--- src/rtl/conv_bcd_bin_2dig_pkg.sv ---
// Shared constants, FSM encoding and nibble helpers for the 2-digit BCD to binary converter.
//
// Contents:
//   BCD_W / ACC_W  : widths of the BCD shift register (2 nibbles) and binary accumulator (0..99)
//   ITER / CNT_W   : iteration count of the reverse double-dabble and its counter width
//   BCD_DIGIT_MAX  : largest legal BCD digit
//   BCD_ADJ_THRESH : a nibble at or above this after a right shift gets corrected
//   BCD_ADJ        : correction subtracted from such a nibble
//   state_t        : converter FSM states
package conv_bcd_bin_2dig_pkg;

    localparam int unsigned BCD_W = 8;
    localparam int unsigned ACC_W = 7;
    localparam int unsigned ITER  = 7;
    localparam int unsigned CNT_W = 3;

    localparam logic [3:0] BCD_DIGIT_MAX  = 4'd9;
    localparam logic [3:0] BCD_ADJ_THRESH = 4'd8;
    localparam logic [3:0] BCD_ADJ        = 4'd3;

    typedef enum logic [1:0] {
        StIdle,
        StShift,
        StDone
    } state_t;

    // Undo the "add 3" of forward double-dabble once a digit has been halved.
    function automatic logic [3:0] bcd_adjust(input logic [3:0] nib);
        return (nib >= BCD_ADJ_THRESH) ? (nib - BCD_ADJ) : nib;
    endfunction

    function automatic logic digit_invalid(input logic [3:0] nib);
        return nib > BCD_DIGIT_MAX;
    endfunction

endpackage

--- src/rtl/conv_bcd_bin_2dig_if.sv ---
// Request/result bundle of the 2-digit BCD to binary converter.
//
// Signals:
//   start   : level request, honoured only while the converter is idle
//   digit1  : BCD tens digit
//   digit0  : BCD units digit
//   busy    : conversion in progress
//   done    : one-clock pulse, result valid
//   err     : last result invalid (bad digit or out of range)
//   bin_out : last valid converted value
// Modports: master drives the request, slave is the converter.
interface conv_bcd_bin_2dig_if #(
    parameter int unsigned N = 6
);

    logic         start;
    logic [3:0]   digit1;
    logic [3:0]   digit0;
    logic         busy;
    logic         done;
    logic         err;
    logic [N-1:0] bin_out;

    modport master (
        output start,
        output digit1,
        output digit0,
        input  busy,
        input  done,
        input  err,
        input  bin_out
    );

    modport slave (
        input  start,
        input  digit1,
        input  digit0,
        output busy,
        output done,
        output err,
        output bin_out
    );

endinterface

--- src/rtl/conv_bcd_bin_2dig_step.sv ---
// One combinational iteration of the reverse double-dabble.
//
// Ports:
//   bcd_in   : 8-bit BCD shift register (tens nibble in [7:4])
//   bin_in   : 7-bit binary accumulator
//   bcd_next : BCD register after shift-right and per-nibble correction
//   bin_next : accumulator after receiving the BCD LSB into its MSB
module bcd2bin_step
    import conv_bcd_bin_2dig_pkg::*;
(
    input  logic [BCD_W-1:0] bcd_in,
    input  logic [ACC_W-1:0] bin_in,
    output logic [BCD_W-1:0] bcd_next,
    output logic [ACC_W-1:0] bin_next
);

    logic [BCD_W-1:0] bcd_sh;

    // {bcd,bin} is treated as one 15-bit register shifted right by one.
    assign bcd_sh   = {1'b0, bcd_in[BCD_W-1:1]};
    assign bin_next = {bcd_in[0], bin_in[ACC_W-1:1]};
    assign bcd_next = {bcd_adjust(bcd_sh[7:4]), bcd_adjust(bcd_sh[3:0])};

endmodule

--- src/rtl/conv_bcd_bin_2dig.sv ---
// Iterative 2-digit BCD to binary converter used to preload the RTC up/down counters.
//
// Ports:
//   clk   : system clock, all logic on posedge
//   reset : synchronous active-high; returns to idle and clears all outputs
//   bus   : slave side of conv_bcd_bin_2dig_if (start/digits in, busy/done/err/bin_out out)
//
// Parameters:
//   N   : width of bin_out (2^N must exceed MAX)
//   MAX : largest legal decoded value
//
// Timing: start accepted at edge k, busy visible from edge k+1, done pulses from edge k+8.
// Outputs are registered from the FSM state, so they trail the state by one clock.
module conv_bcd_bin_2dig
    import conv_bcd_bin_2dig_pkg::*;
#(
    parameter int unsigned N   = 6,
    parameter int unsigned MAX = 59
) (
    input  logic                clk,
    input  logic                reset,
    conv_bcd_bin_2dig_if.slave  bus
);

    localparam logic [ACC_W-1:0] MaxVal   = ACC_W'(MAX);
    localparam logic [CNT_W-1:0] LastIter = CNT_W'(ITER - 1);

    state_t state_q, state_d;

    logic [BCD_W-1:0] bcd_q;
    logic [ACC_W-1:0] bin_q;
    logic [CNT_W-1:0] cnt_q;
    logic             digit_bad_q;

    logic [BCD_W-1:0] bcd_step;
    logic [ACC_W-1:0] bin_step;

    logic             busy_q, busy_d;
    logic             done_q, done_d;
    logic             err_q, err_d;
    logic [N-1:0]     bin_out_q, bin_out_d;

    logic accept;
    logic last_iter;
    logic result_bad;

    assign accept     = (state_q == StIdle) && bus.start;
    assign last_iter  = (cnt_q == LastIter);
    // Range check on the full accumulator, before truncation to N bits.
    assign result_bad = digit_bad_q || (bin_q > MaxVal);

    bcd2bin_step u_step (
        .bcd_in   (bcd_q),
        .bin_in   (bin_q),
        .bcd_next (bcd_step),
        .bin_next (bin_step)
    );

    // State register.
    always_ff @(posedge clk) begin
        if (reset) begin
            state_q <= StIdle;
        end else begin
            state_q <= state_d;
        end
    end

    // Next-state logic.
    always_comb begin
        state_d = state_q;
        unique case (state_q)
            StIdle:  if (bus.start) state_d = StShift;
            StShift: if (last_iter) state_d = StDone;
            StDone:  state_d = StIdle;
            default: state_d = StIdle;
        endcase
    end

    // Output next-values.
    always_comb begin
        busy_d    = (state_q != StIdle);
        done_d    = (state_q == StDone);
        err_d     = err_q;
        bin_out_d = bin_out_q;
        if (accept) begin
            err_d = 1'b0;
        end
        if (state_q == StDone) begin
            err_d = result_bad;
            if (!result_bad) begin
                bin_out_d = bin_q[N-1:0];
            end
        end
    end

    // Conversion datapath; iterations run even for bad digits so latency stays fixed.
    always_ff @(posedge clk) begin
        if (reset) begin
            bcd_q       <= '0;
            bin_q       <= '0;
            cnt_q       <= '0;
            digit_bad_q <= 1'b0;
        end else if (accept) begin
            bcd_q       <= {bus.digit1, bus.digit0};
            bin_q       <= '0;
            cnt_q       <= '0;
            digit_bad_q <= digit_invalid(bus.digit1) || digit_invalid(bus.digit0);
        end else if (state_q == StShift) begin
            bcd_q <= bcd_step;
            bin_q <= bin_step;
            cnt_q <= cnt_q + CNT_W'(1);
        end
    end

    // Output registers.
    always_ff @(posedge clk) begin
        if (reset) begin
            busy_q    <= 1'b0;
            done_q    <= 1'b0;
            err_q     <= 1'b0;
            bin_out_q <= '0;
        end else begin
            busy_q    <= busy_d;
            done_q    <= done_d;
            err_q     <= err_d;
            bin_out_q <= bin_out_d;
        end
    end

    assign bus.busy    = busy_q;
    assign bus.done    = done_q;
    assign bus.err     = err_q;
    assign bus.bin_out = bin_out_q;

endmodule

--- src/flat_wrapper.sv ---
// flat-port wrapper written by rule: the top's interface ports become plain ports
module conv_bcd_bin_2dig_flat import conv_bcd_bin_2dig_pkg::*;
#(
    parameter int unsigned N   = 6,
    parameter int unsigned MAX = 59
)
  (clk, reset, bus_start, bus_digit1, bus_digit0, bus_busy, bus_done, bus_err, bus_bin_out);
  conv_bcd_bin_2dig_if #(.N(N)) bus_i ();
  input  logic clk;
  input  logic reset;
  input wire logic [$bits(bus_i.start)-1:0] bus_start;
  input wire logic [$bits(bus_i.digit1)-1:0] bus_digit1;
  input wire logic [$bits(bus_i.digit0)-1:0] bus_digit0;
  output wire logic [$bits(bus_i.busy)-1:0] bus_busy;
  output wire logic [$bits(bus_i.done)-1:0] bus_done;
  output wire logic [$bits(bus_i.err)-1:0] bus_err;
  output wire logic [$bits(bus_i.bin_out)-1:0] bus_bin_out;
  assign bus_i.start = bus_start;
  assign bus_i.digit1 = bus_digit1;
  assign bus_i.digit0 = bus_digit0;
  assign bus_busy = bus_i.busy;
  assign bus_done = bus_i.done;
  assign bus_err = bus_i.err;
  assign bus_bin_out = bus_i.bin_out;
  conv_bcd_bin_2dig #(.N(N), .MAX(MAX)) u_core (.clk(clk), .reset(reset), .bus(bus_i));
endmodule
--- config.mk ---
export PLATFORM = sky130hd
export DESIGN_NAME = conv_bcd_bin_2dig_flat
export DESIGN_NICKNAME = d
export VERILOG_FILES = /design/src/rtl/conv_bcd_bin_2dig_pkg.sv /design/src/rtl/conv_bcd_bin_2dig_if.sv /design/src/rtl/conv_bcd_bin_2dig_step.sv /design/src/rtl/conv_bcd_bin_2dig.sv /design/src/flat_wrapper.sv
export SDC_FILE = /design/constraint.sdc
export NUM_CORES = 1
export LEC_CHECK = 0
export CELL_PAD_IN_SITES_DETAIL_PLACEMENT = 1
export CELL_PAD_IN_SITES_GLOBAL_PLACEMENT = 1
export CORE_UTILIZATION = 35
export DETAILED_ROUTE_END_ITERATION = 7
export PLACE_DENSITY_LB_ADDON = 0.1
export SYNTH_ARGS = -nofsm -noshare
export SYNTH_HDL_FRONTEND = slang
export SYNTH_SLANG_ARGS = --single-unit
--- constraint.sdc ---
create_clock -name clk -period 1.7 [get_ports clk]
set_clock_uncertainty 0.1 [all_clocks]
set_input_delay 0.425 -clock clk [delete_from_list [all_inputs] [get_ports clk]]
set_output_delay 0.425 -clock clk [all_outputs]
set_load 0.03 [all_outputs]
==> impl_metrics.env <==
export IMPL_status="finished, final reports clean"
export IMPL_cts_tree="done"
export IMPL_vias=1094
export IMPL_postSynth_asyncResetShare_pct=0
export IMPL_area_growth_pct=31.1
export IMPL_placed_area_sq_um=1600
export IMPL_post_route_period_util_pct=96.5
export IMPL_yosysSeqAreaShare_pct=47.1
export IMPL_worst_pin_slew_ns=0.345
export IMPL_antenna_found_initial=0
export IMPL_cts_made_buffers=5
export IMPL_setup_viol=0
export IMPL_avgSynthCellArea_sq_um=9.11
export IMPL_num_nets_final=186
export IMPL_min_path_cells=2
export IMPL_slew_violations=0
export IMPL_max_slew_margin_pct=76.9
export IMPL_grt_pass1_wl_microns=5160
export IMPL_synthXorXnorAreaFrac_pct=2.06
export IMPL_num_rows=21
export IMPL_htree_levels=2
export IMPL_synth_ff_type="dfxtp_1"
export IMPL_finalWorstSetupSlack_ns=0.0597
export IMPL_yosys_mux_area_fraction_pct=2.36
export IMPL_ir_drop_mv=0.526
export IMPL_postCtsSetupBuffers=0
export IMPL_io_pins=20
export IMPL_dpl_hpwl_microns=2210
export IMPL_ys_seq_elements=30
export IMPL_ant_nets=0
export IMPL_worstSetupPathType="reg -> reg"
export IMPL_drt_wl_total_microns=3000
export IMPL_whs_endpoint="u_core.bin_q[6]"
export IMPL_final_core_util_pct=48.9
export IMPL_rsz0062_at_grt="false"
export IMPL_arrival_ns=1.81
export IMPL_worstSetupEndpointType="flip-flop"
export IMPL_dr_pass1_iters=4
export IMPL_drt_iter0_drc=42
export IMPL_p_leak_nw=0.674
export IMPL_worstPathMaxFanout=7
export IMPL_die_area_sq_um=3890
export IMPL_layout_common_cells="dfxtp_1, nand2_1, a21oi_1, buf_4, nor2_1"
export IMPL_syn_num_nets=155
export IMPL_maxCapViolCount=0
export IMPL_clockBufferDepth=2
export IMPL_yosysUniqueCellTypes=32
export IMPL_via_per_inst=5.02
export IMPL_clkTransAtPathRegs_ns=0.10
export IMPL_min_path_type="reg -> reg"
export IMPL_insertion_delay_ns=0.33
export IMPL_reg2regPathDepth=3
export IMPL_overflow=0
export IMPL_initial_core_util_pct=37.3
export IMPL_setup_tns_ns=0
export IMPL_grt_pass1_vias=1114
export IMPL_track_usage_pct=17.3
export IMPL_synth_edf_count=0
export IMPL_yosys_warnings=0
export IMPL_regArea_sq_um=601
export IMPL_grt_max_degree=18
export IMPL_synth_compound_area_share_pct=22.6
export IMPL_fillers=414
export IMPL_die_w_microns=62.4
export IMPL_design_area_sq_um=1670
export IMPL_cts_root_buf="clkbuf_4"
export IMPL_cp_start_kind="flip-flop"
export IMPL_r2r_start="u_core.bin_q[6]"
export IMPL_globalplace_congestion=0.733
export IMPL_yosys_area_share_simple_pct=18.4
export IMPL_wl_per_cell_microns=13.8
export IMPL_mostFrequentLayoutCell="dfxtp_1"
export IMPL_syn_inst=140
export IMPL_ff2ff_setup_slack_ns=0.06
export IMPL_ctsHoldBuffers=0
export IMPL_die_h_microns=62.4
export IMPL_cts_sinks=30
export IMPL_finalCriticalPeriod_ns=1.64
export IMPL_coreArea_sq_um=3420
export IMPL_multi_input_area_sq_um=632
export IMPL_drcViolationCount=0
export IMPL_portBuffers=19
export IMPL_reg2reg_to="u_core.bus.bin_out[5]"
export IMPL_synth_area_sq_um=1270
export IMPL_hp_start="u_core.bcd_q[0]"
export IMPL_synth_fa_ha_area_share_pct=3.93
export IMPL_synth_top_family_by_area="compound AO/OA/AOI/OAI gates"
export IMPL_powerDensity_nw_per_um2=884
export IMPL_diodes=0
export IMPL_final_hold_viol_count=0
export IMPL_dp_slack_ns=-0.215
export IMPL_max_clock_freq_mhz=610
export IMPL_layout_drive_gt1_share_pct=18.6
export IMPL_required_ns=1.87
[sequential cells by signal (all words and copies together), names as in the netlist]
| signal | cells |
|---|---|
| u_core.bus.busy | 1 |
| u_core.bus.bin_out | 6 |
| u_core.bin_q | 7 |
| u_core.state_q | 2 |
| u_core.bus.done | 1 |
| u_core.bus.err | 1 |
| u_core.digit_bad_q | 1 |
| u_core.cnt_q | 3 |
| u_core.bcd_q | 8 |
[cell usage after synthesis, types with 3 or more instances]
cell type  count  area [sq um]
inv_1          3          11.3
a21oi_1       13          65.1
o221a_2        7          78.8
a22oi_1        3          22.5
nor2b_1        5          31.3
nand2_1       24          90.1
o21ai_0        4          20.0
ha_1           4          50.1
nor2_1        11          41.3
dfxtp_1       30           601
mux2i_1        3          30.0
clkbuf_1       7          26.3
[layout make-up]
class	count	area share, %
Multi-Input combinational cell	98	37.8
Clock inverter	3	2.40
Timing Repair Buffer	32	17.3
Sequential cell	30	35.9
Clock buffer	5	2.25
Tap cell	46	3.44
Inverter	4	0.898
[metal layers]
metal	vias up	share of wire (%)	GRT usage [%]	routed length, microns
li1	559	-	-	-
met1	517	49	21.6	1460
met2	12	47	27.6	1420
met3	6	2.5	5.51	75
met4	0	1.5	6.98	45
met5	-	0	0	0
[report_power, final]
group	leakage [nW]	internal, W	switching (W)
logic	0.385	0.0000886	0.0000836
clock network	0.0450	0.000304	0.000252
registers	0.244	0.000726	0.0000219
[worst max path at each step]
stage / start / endpoint / slack [ns] / depth (start not counted)
after floorplan: bus_start / u_core.cnt_q[1] / 0.08 / 4
after CTS: u_core.bin_q[6] / u_core.bus.bin_out[4] / 0.05 / 3
final: u_core.bin_q[6] / u_core.bus.bin_out[5] / 0.06 / 3
after global routing: u_core.bus.bin_out[3] / bus_bin_out[3] / 0.03 / 1
after global placement: bus_start / u_core.cnt_q[1] / -0.21 / 5
after detailed placement: bus_start / u_core.cnt_q[1] / -0.21 / 5
[repair_timing]
item,4_1_cts,5_1_grt
gates resized for setup,10,0
endpoints found under the setup margin,11,0
endpoints found under the hold margin,0,0
[critical path, cell delays in order (launching register included)]
cell and delay [ns]:
dfxtp_1 0.33, or4b_4 0.56, a41oi_4 0.34, o221a_2 0.25
[per-stage QoR]
| stage | cells | hold WS [ns] | power (W) |
|---|---|---|---|
| finish | 218 | 0.357 | 0.00148 |
| global route | 218 | 0.371 | 0.00156 |
| CTS | 218 | 0.353 | 0.00150 |
| detailed placement | 210 | 0.350 | 0.000938 |
| global placement | 210 | 0.342 | 0.000931 |
| floorplan | 140 | 0.332 | 0.000853 |
[logic make-up after synthesis]
family,count (synthesis)
xor+xnor,3
buf+inv,12
mux,3
compound gates,38
fa+ha+maj,4
simple gates,50
flops,30
Power figures use the tool's default switching activity.
